## config.mk

```make
export PLATFORM = sky130hd
export DESIGN_NAME = ram_queue_ctrl
export DESIGN_NICKNAME = d
export VERILOG_FILES = /design/src/rtl/ram_queue_ctrl.sv
export SDC_FILE = /design/constraint.sdc
export NUM_CORES = 1
export LEC_CHECK = 0
export ABC_AREA = 1
export CORE_ASPECT_RATIO = 0.75
export CORE_UTILIZATION = 40
export DETAILED_ROUTE_END_ITERATION = 16
export PLACE_DENSITY = 0.75
export SLEW_MARGIN = 20
export SYNTH_ARGS = -nofsm -noshare
export SYNTH_HDL_FRONTEND = slang
export SYNTH_SLANG_ARGS = --single-unit
```

## constraint.sdc

```tcl
create_clock -name clk -period 2.2 [get_ports clk]
set_clock_uncertainty 0.2 [all_clocks]
set_input_delay 0.44 -clock clk [delete_from_list [all_inputs] [get_ports clk]]
set_output_delay 0.44 -clock clk [all_outputs]
set_load 0.02 [all_outputs]
```

## src/rtl/ram_queue_ctrl.sv

```systemverilog
// FIFO sequencer for one single-port RAM, with a prefetched one-entry output register.
// Define ALMOST_FLAGS_EN to add registered almost_full/almost_empty outputs.
module ram_queue_ctrl #(
   parameter int DATA_WIDTH = 6,
   parameter int ADDR_WIDTH = 4
`ifdef ALMOST_FLAGS_EN
   ,
   parameter int AF_LEVEL = (2 ** ADDR_WIDTH) - 2,
   parameter int AE_LEVEL = 2
`endif
) (
   input  logic                  clk,
   input  logic                  rst,
   input  logic                  push_valid,
   output logic                  push_ready,
   input  logic [DATA_WIDTH-1:0] push_data,
   output logic                  pop_valid,
   input  logic                  pop_ready,
   output logic [DATA_WIDTH-1:0] pop_data,
   output logic                  ram_write_en,
   output logic                  ram_read_en,
   output logic [ADDR_WIDTH-1:0] ram_addr,
   output logic [DATA_WIDTH-1:0] ram_data_in,
   input  logic [DATA_WIDTH-1:0] ram_data_out,
   output logic [ADDR_WIDTH+1:0] count,
   output logic                  full,
   output logic                  empty
`ifdef ALMOST_FLAGS_EN
   ,
   output logic                  almost_full,
   output logic                  almost_empty
`endif
);

   localparam int DEPTH = 2 ** ADDR_WIDTH;
   localparam logic [ADDR_WIDTH:0]   DEPTH_C = (ADDR_WIDTH+1)'(DEPTH);
   localparam logic [ADDR_WIDTH:0]   CNT_ONE = (ADDR_WIDTH+1)'(1);
   localparam logic [ADDR_WIDTH-1:0] PTR_ONE = ADDR_WIDTH'(1);

   typedef enum logic {GNT_PUSH = 1'b0, GNT_FETCH = 1'b1} grant_t;

   logic [ADDR_WIDTH-1:0] wr_ptr, wr_ptr_nxt;
   logic [ADDR_WIDTH-1:0] rd_ptr, rd_ptr_nxt;
   logic [ADDR_WIDTH:0]   ram_count, ram_count_nxt;
   logic                  fetch_pending, fetch_pending_nxt;
   logic                  out_valid, out_valid_nxt;
   logic [DATA_WIDTH-1:0] out_reg, out_reg_nxt;
   grant_t                last_grant, last_grant_nxt;

   logic ram_full, fetch_req, do_push, do_fetch, do_pop;
   logic [ADDR_WIDTH+1:0] count_int;

   always_comb begin
      ram_full   = (ram_count == DEPTH_C);
      fetch_req  = (ram_count != '0) && !fetch_pending && (!out_valid || pop_ready);
      push_ready = !rst && !ram_full && !(fetch_req && last_grant == GNT_PUSH);
      do_push    = push_valid && push_ready;
      do_fetch   = !rst && fetch_req && !do_push;
      pop_valid  = !rst && out_valid;
      do_pop     = pop_valid && pop_ready;
      pop_data   = out_reg;

      ram_write_en = do_push;
      ram_read_en  = do_fetch;
      ram_data_in  = push_data;
      ram_addr     = wr_ptr;
      if (rst)
         ram_addr = '0;
      else if (do_fetch)
         ram_addr = rd_ptr;

      count_int = (ADDR_WIDTH+2)'(ram_count)
                + (ADDR_WIDTH+2)'(fetch_pending)
                + (ADDR_WIDTH+2)'(out_valid);
      count = rst ? '0 : count_int;
      full  = !rst && ram_full;
      empty = (count == '0);
   end

   always_comb begin
      wr_ptr_nxt        = wr_ptr;
      rd_ptr_nxt        = rd_ptr;
      ram_count_nxt     = ram_count;
      last_grant_nxt    = last_grant;
      fetch_pending_nxt = do_fetch;
      out_valid_nxt     = out_valid;
      out_reg_nxt       = out_reg;

      if (do_push) begin
         wr_ptr_nxt     = wr_ptr + PTR_ONE;
         ram_count_nxt  = ram_count + CNT_ONE;
         last_grant_nxt = GNT_PUSH;
      end else if (do_fetch) begin
         rd_ptr_nxt    = rd_ptr + PTR_ONE;
         ram_count_nxt = ram_count - CNT_ONE;
         if (push_valid && !ram_full)
            last_grant_nxt = GNT_FETCH;
      end

      // a capture always wins over a pop of the previous head
      if (fetch_pending) begin
         out_reg_nxt   = ram_data_out;
         out_valid_nxt = 1'b1;
      end else if (do_pop) begin
         out_valid_nxt = 1'b0;
      end
   end

`ifdef ALMOST_FLAGS_EN
   logic [ADDR_WIDTH+1:0] count_nxt;
   assign count_nxt = (ADDR_WIDTH+2)'(ram_count_nxt)
                    + (ADDR_WIDTH+2)'(fetch_pending_nxt)
                    + (ADDR_WIDTH+2)'(out_valid_nxt);
`endif

   always_ff @(posedge clk) begin
      if (rst) begin
         wr_ptr        <= '0;
         rd_ptr        <= '0;
         ram_count     <= '0;
         fetch_pending <= 1'b0;
         out_valid     <= 1'b0;
         out_reg       <= '0;
         last_grant    <= GNT_FETCH;
`ifdef ALMOST_FLAGS_EN
         almost_full   <= 1'b0;
         almost_empty  <= 1'b1;
`endif
      end else begin
         wr_ptr        <= wr_ptr_nxt;
         rd_ptr        <= rd_ptr_nxt;
         ram_count     <= ram_count_nxt;
         fetch_pending <= fetch_pending_nxt;
         out_valid     <= out_valid_nxt;
         out_reg       <= out_reg_nxt;
         last_grant    <= last_grant_nxt;
`ifdef ALMOST_FLAGS_EN
         almost_full   <= (int'(count_nxt) >= AF_LEVEL);
         almost_empty  <= (int'(count_nxt) <= AE_LEVEL);
`endif
      end
   end

endmodule
```

==> impl_summary.log, run 1 <==
INFO  metric run_status = finished, violations left
INFO  metric failed_checks = negative setup slack
INFO  metric postRouteWirelength = 3826 µm
INFO  metric grt.overflow.total = 0
INFO  metric worstSetupStartpoint = fetch_pending$_SDFF_PP0_
INFO  metric min_path_type = reg2reg
INFO  metric grt_setup_unrepaired = yes
INFO  metric post-route-period-util = 117.5%
INFO  metric final_layout_size_suffix_gt1_share = 50.20%
INFO  metric fin_crit = 2.586 ns
INFO  metric num_rows = 17
INFO  metric core_area = 0.003020 mm²
INFO  metric placedInstanceArea = 0.001878 mm²
INFO  metric synth-simple-area-share = 27.15%
INFO  metric num_cts_buffers = 3
INFO  metric wl_per_cell = 13.15 µm
INFO  metric postLayoutSetupSlackWorst = -0.3860 ns
INFO  metric hold_slack = 0.2995 ns
INFO  metric cp-end-kind = output port
INFO  metric synth.distinct_cells = 29
INFO  metric maxSlewHeadroom = 81.47%
INFO  metric seq_power_share = 20.8%
INFO  metric timing_max_transition_violations_final = 0
INFO  metric cts.reportedPaths.clkPinSlew = 0.09 ns
INFO  metric num-nets-final = 278
INFO  metric r2r_end = ram_count[4]$_SDFFE_PP0P_
INFO  metric fin_area = 0.002316 mm²
INFO  metric worst_setup_path_endpoint = empty
INFO  metric power_frac_comb = 68.2%
INFO  metric syn_nets = 201
INFO  metric wire_length_of_the_first_global_routing_pass = 5085 µm
INFO  metric finalSetupViolations = 15
INFO  metric detailroute.via_count = 1410
INFO  metric clock_latency_late_sink = 0.27 ns
INFO  metric synth.yosys.seq_area_share = 34.01%
INFO  metric timing.reg2reg.worst_path_depth = 14
INFO  metric ys_top_cells_by_count = sky130_fd_sc_hd__nor2_1 (28), sky130_fd_sc_hd__dfxtp_1 (22), sky130_fd_sc_hd__inv_1 (22), sky130_fd_sc_hd__nand2_1 (18), sky130_fd_sc_hd__o21ai_0 (17)
INFO  metric drt_first_iter_violations = 45
INFO  metric dr_drc_count = 0
INFO  metric post_dr_vias_cell = 4.845
INFO  metric clockRootBuffer = sky130_fd_sc_hd__clkbuf_8
INFO  metric ir_worst_vdd = 0.6488 mV
INFO  metric power.switching_fraction = 42.04%
INFO  metric antenna_cells_inserted = 0
INFO  metric place_inst = 267
INFO  metric required_time_at_the_worst_slack_endpoint = 1.56 ns
INFO  metric yosys-top-cells-area = sky130_fd_sc_hd__dfxtp_1 (34%), sky130_fd_sc_hd__nor2_1 (8.1%), sky130_fd_sc_hd__o21ai_0 (6.6%), sky130_fd_sc_hd__inv_1 (6.4%), sky130_fd_sc_hd__ha_1 (5.8%)
INFO  metric detailed_place_hpwl = 2223 µm
INFO  metric report.final.hold_viol_count = 0
INFO  metric combined_global_route_utilization_of_all_metal_layers = 19.85%
INFO  metric cts.htree.levels = 1
INFO  metric cts-hold-fix-buffers = 0
INFO  metric gp_congestion = 0.7655
INFO  metric leakage = 1.060 nW
INFO  metric synthToLayoutAreaGrowth = 78.84%
INFO  metric die_height = 51.28 µm
INFO  metric placement.io_buffers = 31
INFO  metric clock_sink_count = 22
INFO  metric postSynthAreaPerCell = 7.316 µm²
INFO  metric tritoncts = done
INFO  metric final-instance-count-excl-fill = 291
INFO  metric synthArstFlopShare = 0%
INFO  metric synthDominantCellAreaShare = 34.01%
INFO  metric grt_max_degree = 20
INFO  metric yosys_warnings = 0
INFO  metric pwr_density_cell = 1326 mW/mm²
INFO  metric netlist.top_cell.by_area = sky130_fd_sc_hd__dfxtp_1
INFO  metric start_util = 42.87%
INFO  metric detailedPlace.worstSlack = -0.7215 ns
INFO  metric finalPower = 3.072 mW
INFO  metric floorplan.die_area = 0.003471 mm²
INFO  metric max-clock-path-buffers = 2
INFO  metric die-width = 67.70 µm
INFO  metric synth-xor-area-share = 2.705%
INFO  metric tightest_slew = 0.2750 ns
INFO  metric post-route-util = 76.68%
INFO  metric flops_latches_synth = 22
INFO  metric power.internal = 1.781 mW
INFO  metric mappedNetlistArea = 0.001295 mm²
INFO  metric drv_cap = 0
INFO  metric synth-compound-area-share = 14.69%
INFO  metric remaining_number_of_nets_flagged_by_the_antenna_check_after_routing = 0
INFO  metric regToRegSetupSlack = -0.11 ns
INFO  metric critPathKind = reg2out
INFO  metric dominant_combinational_cell_family_by_area_after_synthesis = simple AND/OR/NAND/NOR gates
INFO  metric crit_fanout = 2
INFO  metric startpoint_type = flop
INFO  metric boundaryPins = 44
INFO  metric worst-endpoint-arrival = 1.95 ns
INFO  metric synth_enable_flop_cells = 0
INFO  metric grt_antenna_before_repair = 0
INFO  metric flip_flop_cell_with_the_highest_count_after_synthesis = sky130_fd_sc_hd__dfxtp_1
INFO  metric switching_power = 1.292 mW
INFO  metric min_path_cells = 2
INFO  metric worst_r2r_startpoint = fetch_pending$_SDFF_PP0_
INFO  metric fin_tns_setup = -2.477 ns
INFO  metric post_synth_fa_ha_maj_area_fraction = 8.889%
INFO  metric first_global_vias = 1164
INFO  metric achievable-frequency = 0.3867 GHz
INFO  metric power.clock.fraction = 11.0%
INFO  metric drt_pre_antenna_iters = 4
INFO  metric postSynthCellCount = 177
INFO  metric synth_mux_area_share = 0%
INFO  metric yosysMostFrequentCell = sky130_fd_sc_hd__nor2_1
## sequential cells by signal, summed over array words and instances, names as in the netlist
name / cells
fetch_pending: 1
out_valid: 1
rd_ptr: 4
last_grant: 1
wr_ptr: 4
ram_count: 5
pop_data: 6
## cell usage in the layout, fill, tap and decap left out, types with 2 or more instances in the layout
master / instances
sky130_fd_sc_hd__xor2_1: 3
sky130_fd_sc_hd__dfxtp_2: 4
sky130_fd_sc_hd__clkbuf_8: 3
sky130_fd_sc_hd__inv_2: 6
sky130_fd_sc_hd__dfxtp_1: 17
sky130_fd_sc_hd__nand3_4: 4
sky130_fd_sc_hd__nor2_2: 2
sky130_fd_sc_hd__a21oi_2: 5
sky130_fd_sc_hd__o21ai_2: 3
sky130_fd_sc_hd__nor2_4: 5
sky130_fd_sc_hd__buf_6: 19
sky130_fd_sc_hd__nand3_2: 3
sky130_fd_sc_hd__buf_8: 2
sky130_fd_sc_hd__buf_4: 43
sky130_fd_sc_hd__nor3_1: 2
sky130_fd_sc_hd__a21oi_1: 8
sky130_fd_sc_hd__nand2_1: 13
sky130_fd_sc_hd__ha_1: 3
sky130_fd_sc_hd__nand2_2: 8
sky130_fd_sc_hd__buf_2: 3
sky130_fd_sc_hd__nand3_1: 5
sky130_fd_sc_hd__o21ai_0: 15
sky130_fd_sc_hd__clkdlybuf4s50_1: 13
sky130_fd_sc_hd__ha_4: 3
sky130_fd_sc_hd__inv_1: 17
sky130_fd_sc_hd__nor2_1: 24
sky130_fd_sc_hd__fa_2: 2
## routing by layer
metal  vias to the layer above  global-route usage (%)  part of all wire, %
met3                         6                   5.134                  5.8
li1                        717                       -                    -
met1                       649                   24.80                   43
met4                         0                   6.383                  1.5
met2                        38                   32.84                   50
met5                         -                       0                    0
## kinds of logic after synthesis
kind of cell               after synthesis
DFF                                     22
adders and majority gates                8
and+or+nand+nor                         73
xor gates and xnor gates                 4
AOI/OAI and AO/OA                       35
buffers and inverters                   35
## area by class of cell
type / instances / area [µm²]
Clock buffer: 4 / 66.31
Fill cell: 201 / 704.4
Inverter: 25 / 101.3
Multi-Input combinational cell: 120 / 918.4
Sequential cell: 22 / 449.2
Tap cell: 38 / 47.55
Timing Repair Buffer: 82 / 733.2
## critical path, cell delays in order (launching register included)
cell and delay, ns:
sky130_fd_sc_hd__dfxtp_4 0.36, sky130_fd_sc_hd__fa_2 0.42, sky130_fd_sc_hd__ha_4 0.18, sky130_fd_sc_hd__nand2_2 0.08, sky130_fd_sc_hd__buf_4 0.13, sky130_fd_sc_hd__nor3_4 0.04
sky130_fd_sc_hd__nor3b_4 0.24, sky130_fd_sc_hd__nor4_4 0.07, sky130_fd_sc_hd__buf_4 0.16
## power groups by stage
stage	Clock, mW	Combinational [mW]	Sequential [mW]
2_1_floorplan	0	0.800	0.680
3_3_place_gp	0	1.50	0.620
3_5_place_dp	0	1.53	0.623
4_1_cts	0.340	1.61	0.616
5_1_grt	0.360	2.25	0.656
6_report	0.338	2.09	0.639
## how the worst min path moves through the flow
stage                                        start                        to  slack, ns
after floorplan            last_grant$_SDFFE_PP1P_   last_grant$_SDFFE_PP1P_       0.23
after global placement     last_grant$_SDFFE_PP1P_   last_grant$_SDFFE_PP1P_       0.24
after detailed placement   last_grant$_SDFFE_PP1P_   last_grant$_SDFFE_PP1P_       0.27
after CTS                  last_grant$_SDFFE_PP1P_   last_grant$_SDFFE_PP1P_       0.29
after global routing        rd_ptr[2]$_SDFFE_PP0P_    rd_ptr[2]$_SDFFE_PP0P_       0.33
final                     pop_data[3]$_SDFFE_PP0P_  pop_data[3]$_SDFFE_PP0P_       0.30
## repair_timing
action | in CTS | in global routing
setup endpoints to repair | 19 | 18
pin swaps | 4 | 27
buffers inserted | 5 | 16
resized for setup | 85 | 63
No activity file was read; power rests on OpenSTA's default activity.
==> run 2, diff against run 1 <==
--- a/config.mk
+++ b/config.mk
@@ -8,6 +8,7 @@
 export ABC_AREA = 1
 export CORE_ASPECT_RATIO = 0.75
 export CORE_UTILIZATION = 40
+export CTS_CLUSTER_SIZE = 30
 export DETAILED_ROUTE_END_ITERATION = 16
 export PLACE_DENSITY = 0.75
 export SLEW_MARGIN = 20
==> results of run 2 <==
Final layout, timing and power as in run 1 (identical DEF).
==> variant 1 (flow settings as in run 2) <==
Add a define of `ALMOST_FLAGS_EN`.
--- a/src/rtl/ram_queue_ctrl.sv
+++ b/src/rtl/ram_queue_ctrl.sv
@@ -1,5 +1,7 @@
 // FIFO sequencer for one single-port RAM, with a prefetched one-entry output register.
 // Define ALMOST_FLAGS_EN to add registered almost_full/almost_empty outputs.
+`define ALMOST_FLAGS_EN
+
 module ram_queue_ctrl #(
    parameter int DATA_WIDTH = 6,
    parameter int ADDR_WIDTH = 4
Check against the original RTL (old outputs only; new: almost_empty and almost_full): equivalent (equiv_simple and equiv_induct, registers matched by name and starting in step).
==> variant 1 against run 2 <==
  * Worst setup slack got worse by 0.15 ns
  * Sequential cell count up 2
  * Synthesized area increased by 20%
  * Synthesized cell count rose by 27%
  * The run still ends with negative setup slack left
  * Wire length rose by 65%
  * Combinational power up 40%
  * Global-route usage up 6.4 points
  * Total power increased by 28%
  * Cell area is 22% higher
==> variant 1: results (changes against run 2) <==
[timing]
worst_slack_ns=-0.540  ; -0.154 ns
slew_headroom_pct=80.1  ; -1.4 points
setup_viol=17  ; +2

[placed_design]
dp_hpwl_um=3190  ; +43%
postPlaceCellArea_um2=2280  ; +21%
dp_slack_ns=-0.909  ; -0.188 ns
port_buffers=33  ; +6.5%
place.gp.congestion=0.931  ; +22%

[routing]
via_per_inst=5.27  ; +8.8%
wl_met3_um=500  ; +120%
routed_wl_um=6300  ; +65%

[global_route]
grt_use_total_pct=26.2  ; +6.4 points
grt_util_met2_pct=47.1  ; +14 points
use_met3_pct=5.80  ; +0.66 points

[power_and_ir_drop]
pg_seq_mw=0.683  ; +6.9%
peakVddDrop_mv=0.846  ; +30%
power_leakage_nw=1.30  ; +23%

[run_status]
status=finished, violations left
violations=negative setup slack

[logic_synthesis]
synthCells=224  ; +27%
synth_common_cells=37 x nand2_1, 33 x inv_1, 31 x nor2_1
ys_types=31  ; +6.9%

[clock_network]
cts_resized=130  ; +53%

[setup_path]
r2r_start=ram_count[0]
worstReg2RegEnd=almost_full

[cells_and_area]
fill_cells=221  ; +10%

## variant 1: cell types whose count changed in the layout (fill, tap and decap cells not counted), sizes merged, moves of 2 or more
cell                  run 2  this run
nand2                    23        41
buf                      67        76
xor2                      3         1
nand3                    12        23
dlygate4sd2               1         3
clkdlybuf4s50            13        15
dfxtp                    22        24
inv                      25        38
nor2                     31        33
## variant 1: final cells by class
type | count | area, um2 | share of cell area (%)
clock buffer | 4 | 55.1 | 1.94
inverter | 38 | 163 | 5.74
multi-input combinational | 150 | 1190 | 42.0
sequential | 24 | 492 | 17.4
tap | 52 | 65.1 | 2.30
timing repair buffer | 95 | 867 | 30.6
## variant 1: logic make-up (layout without fill, tap and decap cells)
kind of cell / after synthesis / in the layout / share of synthesized area, %
AO/OA/AOI/OAI: 33 / 33 / 11.2
XOR/XNOR: 1 / 1 / 0.566
adder cells (fa/ha/maj): 9 / 9 / 8.24
buffers and inverters: 50 / 137 / 14.3
flip-flops: 24 / 24 / 31.0
AND/OR/NAND/NOR: 107 / 107 / 34.7
## variant 1: worst reg2reg max path, delay by kind of cell, from the launching register on
family	cells	cell delay [ns]
XOR/XNOR	1	0.20
AND/OR/NAND/NOR	10	0.85
adder cells (fa/ha/maj)	3	0.56
buffers and inverters	5	0.42
flip-flops	1	0.38
## variant 1: how the worst min path moves through the flow
stage	startpoint	end	slack (ns)	cells past startpoint
CTS	wr_ptr[3]	wr_ptr[3]	0.26	1
detailed placement	wr_ptr[3]	wr_ptr[3]	0.25	1
floorplan	wr_ptr[3]	wr_ptr[3]	0.23	1
global placement	wr_ptr[3]	wr_ptr[3]	0.24	1
global route	wr_ptr[3]	wr_ptr[3]	0.28	1
finish	wr_ptr[3]	wr_ptr[3]	0.27	1
==> variant 2 (config.mk and constraints of run 2) <==
Made on the original files. Reset style: asynchronous (`rst`), changed in one clocked block.
--- a/src/rtl/ram_queue_ctrl.sv
+++ b/src/rtl/ram_queue_ctrl.sv
@@ -113,7 +113,7 @@
                     + (ADDR_WIDTH+2)'(out_valid_nxt);
 `endif
 
-   always_ff @(posedge clk) begin
+   always_ff @(posedge clk or posedge rst) begin
       if (rst) begin
          wr_ptr        <= '0;
          rd_ptr        <= '0;
Behaviour: differs if rst is asserted again (counterexample within 4 cycles, from zero or initial values and one cycle with rst high); with rst held inactive, the same outputs for 10 cycles.
==> variant 2 against run 2 <==
  * The run still ends with negative setup slack left
  * Cell area rose by 4.5%
  * Critical path type unchanged
  * Worst setup slack got worse by 0.00084 ns
  * Wire length rose by 6.7%
  * Largest cell class unchanged
  * Non-clock buffer count fell by 4
  * Via count fell by 8.4%
  * Synthesized area rose by 5.8%
  * Total power rose by 16%
  * Critical path depth did not move
  * Sequential cell count did not move
==> variant 2: results (changes against run 2) <==
[power_and_ir_drop]
netSwitchingFraction_pct=43.1  ; +1.0 points
peakVddDrop_mv=0.808  ; +25%
power.share.clock_pct=8.1  ; -2.9 points
p_sw_mw=1.53  ; +18%

[routing]
routed_wl_um=4080  ; +6.7%
vias=1292  ; -8.4%
wl_met2_um=2230  ; +17%
wl_met1_um=1640  ; -0.12%

[global_route]
grt_util_met2_pct=41.6  ; +8.7 points
met1_usage_pct=24.5  ; -0.33 points
grt_use_total_pct=21.5  ; +1.7 points
grt_max_degree=14  ; -30%
grt_pass1_wl_um=5960  ; +17%

[logic_synthesis]
synth_fa_ha_area_share_pct=8.40  ; -0.49 points
seq_area_frac_synth_pct=40.3  ; +6.3 points
synth_nets=175  ; -13%
synthArstFlopShare_pct=100  ; +100 points

[run_status]
violations=negative setup slack
status=finished, violations left

[timing]
worst_slack_ns=-0.387  ; -0.000844 ns
setup_viol=17  ; +2
tightest_slew_ns=0.309  ; +0.0342 ns

[clock_network]
cts_setup_buffers=9  ; +4

[cells_and_area]
nets=250  ; -10%
fill_cells=209  ; +4.0%

[placed_design]
place.gp.congestion=0.804  ; +5.0%

[setup_path]
crit_start=out_valid
reg2reg_setup_slack_ns=-0.21  ; -0.10 ns

[hold_path]
hp-class=primary input to async pin

-- variant 2: cell count changes after synthesis, sizes merged, moves of 4 or more --
cell,before,now
nor2,31,14
dfxtp,22,0
mux2,0,6
a21oi,13,4
inv,25,20
o21ai,20,9
nand2,23,27
dfrtp,0,21
nand3,12,18
-- variant 2: layout make-up --
class	count	area share, %
Multi-Input combinational cell	101	38.7
Timing Repair Buffer	78	30.0
Inverter	20	4.13
Sequential cell	22	22.8
Tap cell	40	2.07
Clock buffer	4	2.27
-- variant 2: through the flow --
| step | setup slack [ns] | util, % | instance area [um2] | setup TNS [ns] | instances |
|---|---|---|---|---|---|
| after floorplan | -0.0263 | - | 1460 | -0.0263 | 151 |
| after global placement | -0.649 | 61.6 | 2020 | -9.23 | 249 |
| after detailed placement | -0.684 | 61.6 | 2020 | -9.76 | 249 |
| after CTS | -0.356 | 68.0 | 2230 | -3.66 | 262 |
| after global routing | -0.476 | 73.6 | 2420 | -4.54 | 265 |
| final | -0.387 | 73.6 | 2420 | -3.20 | 265 |
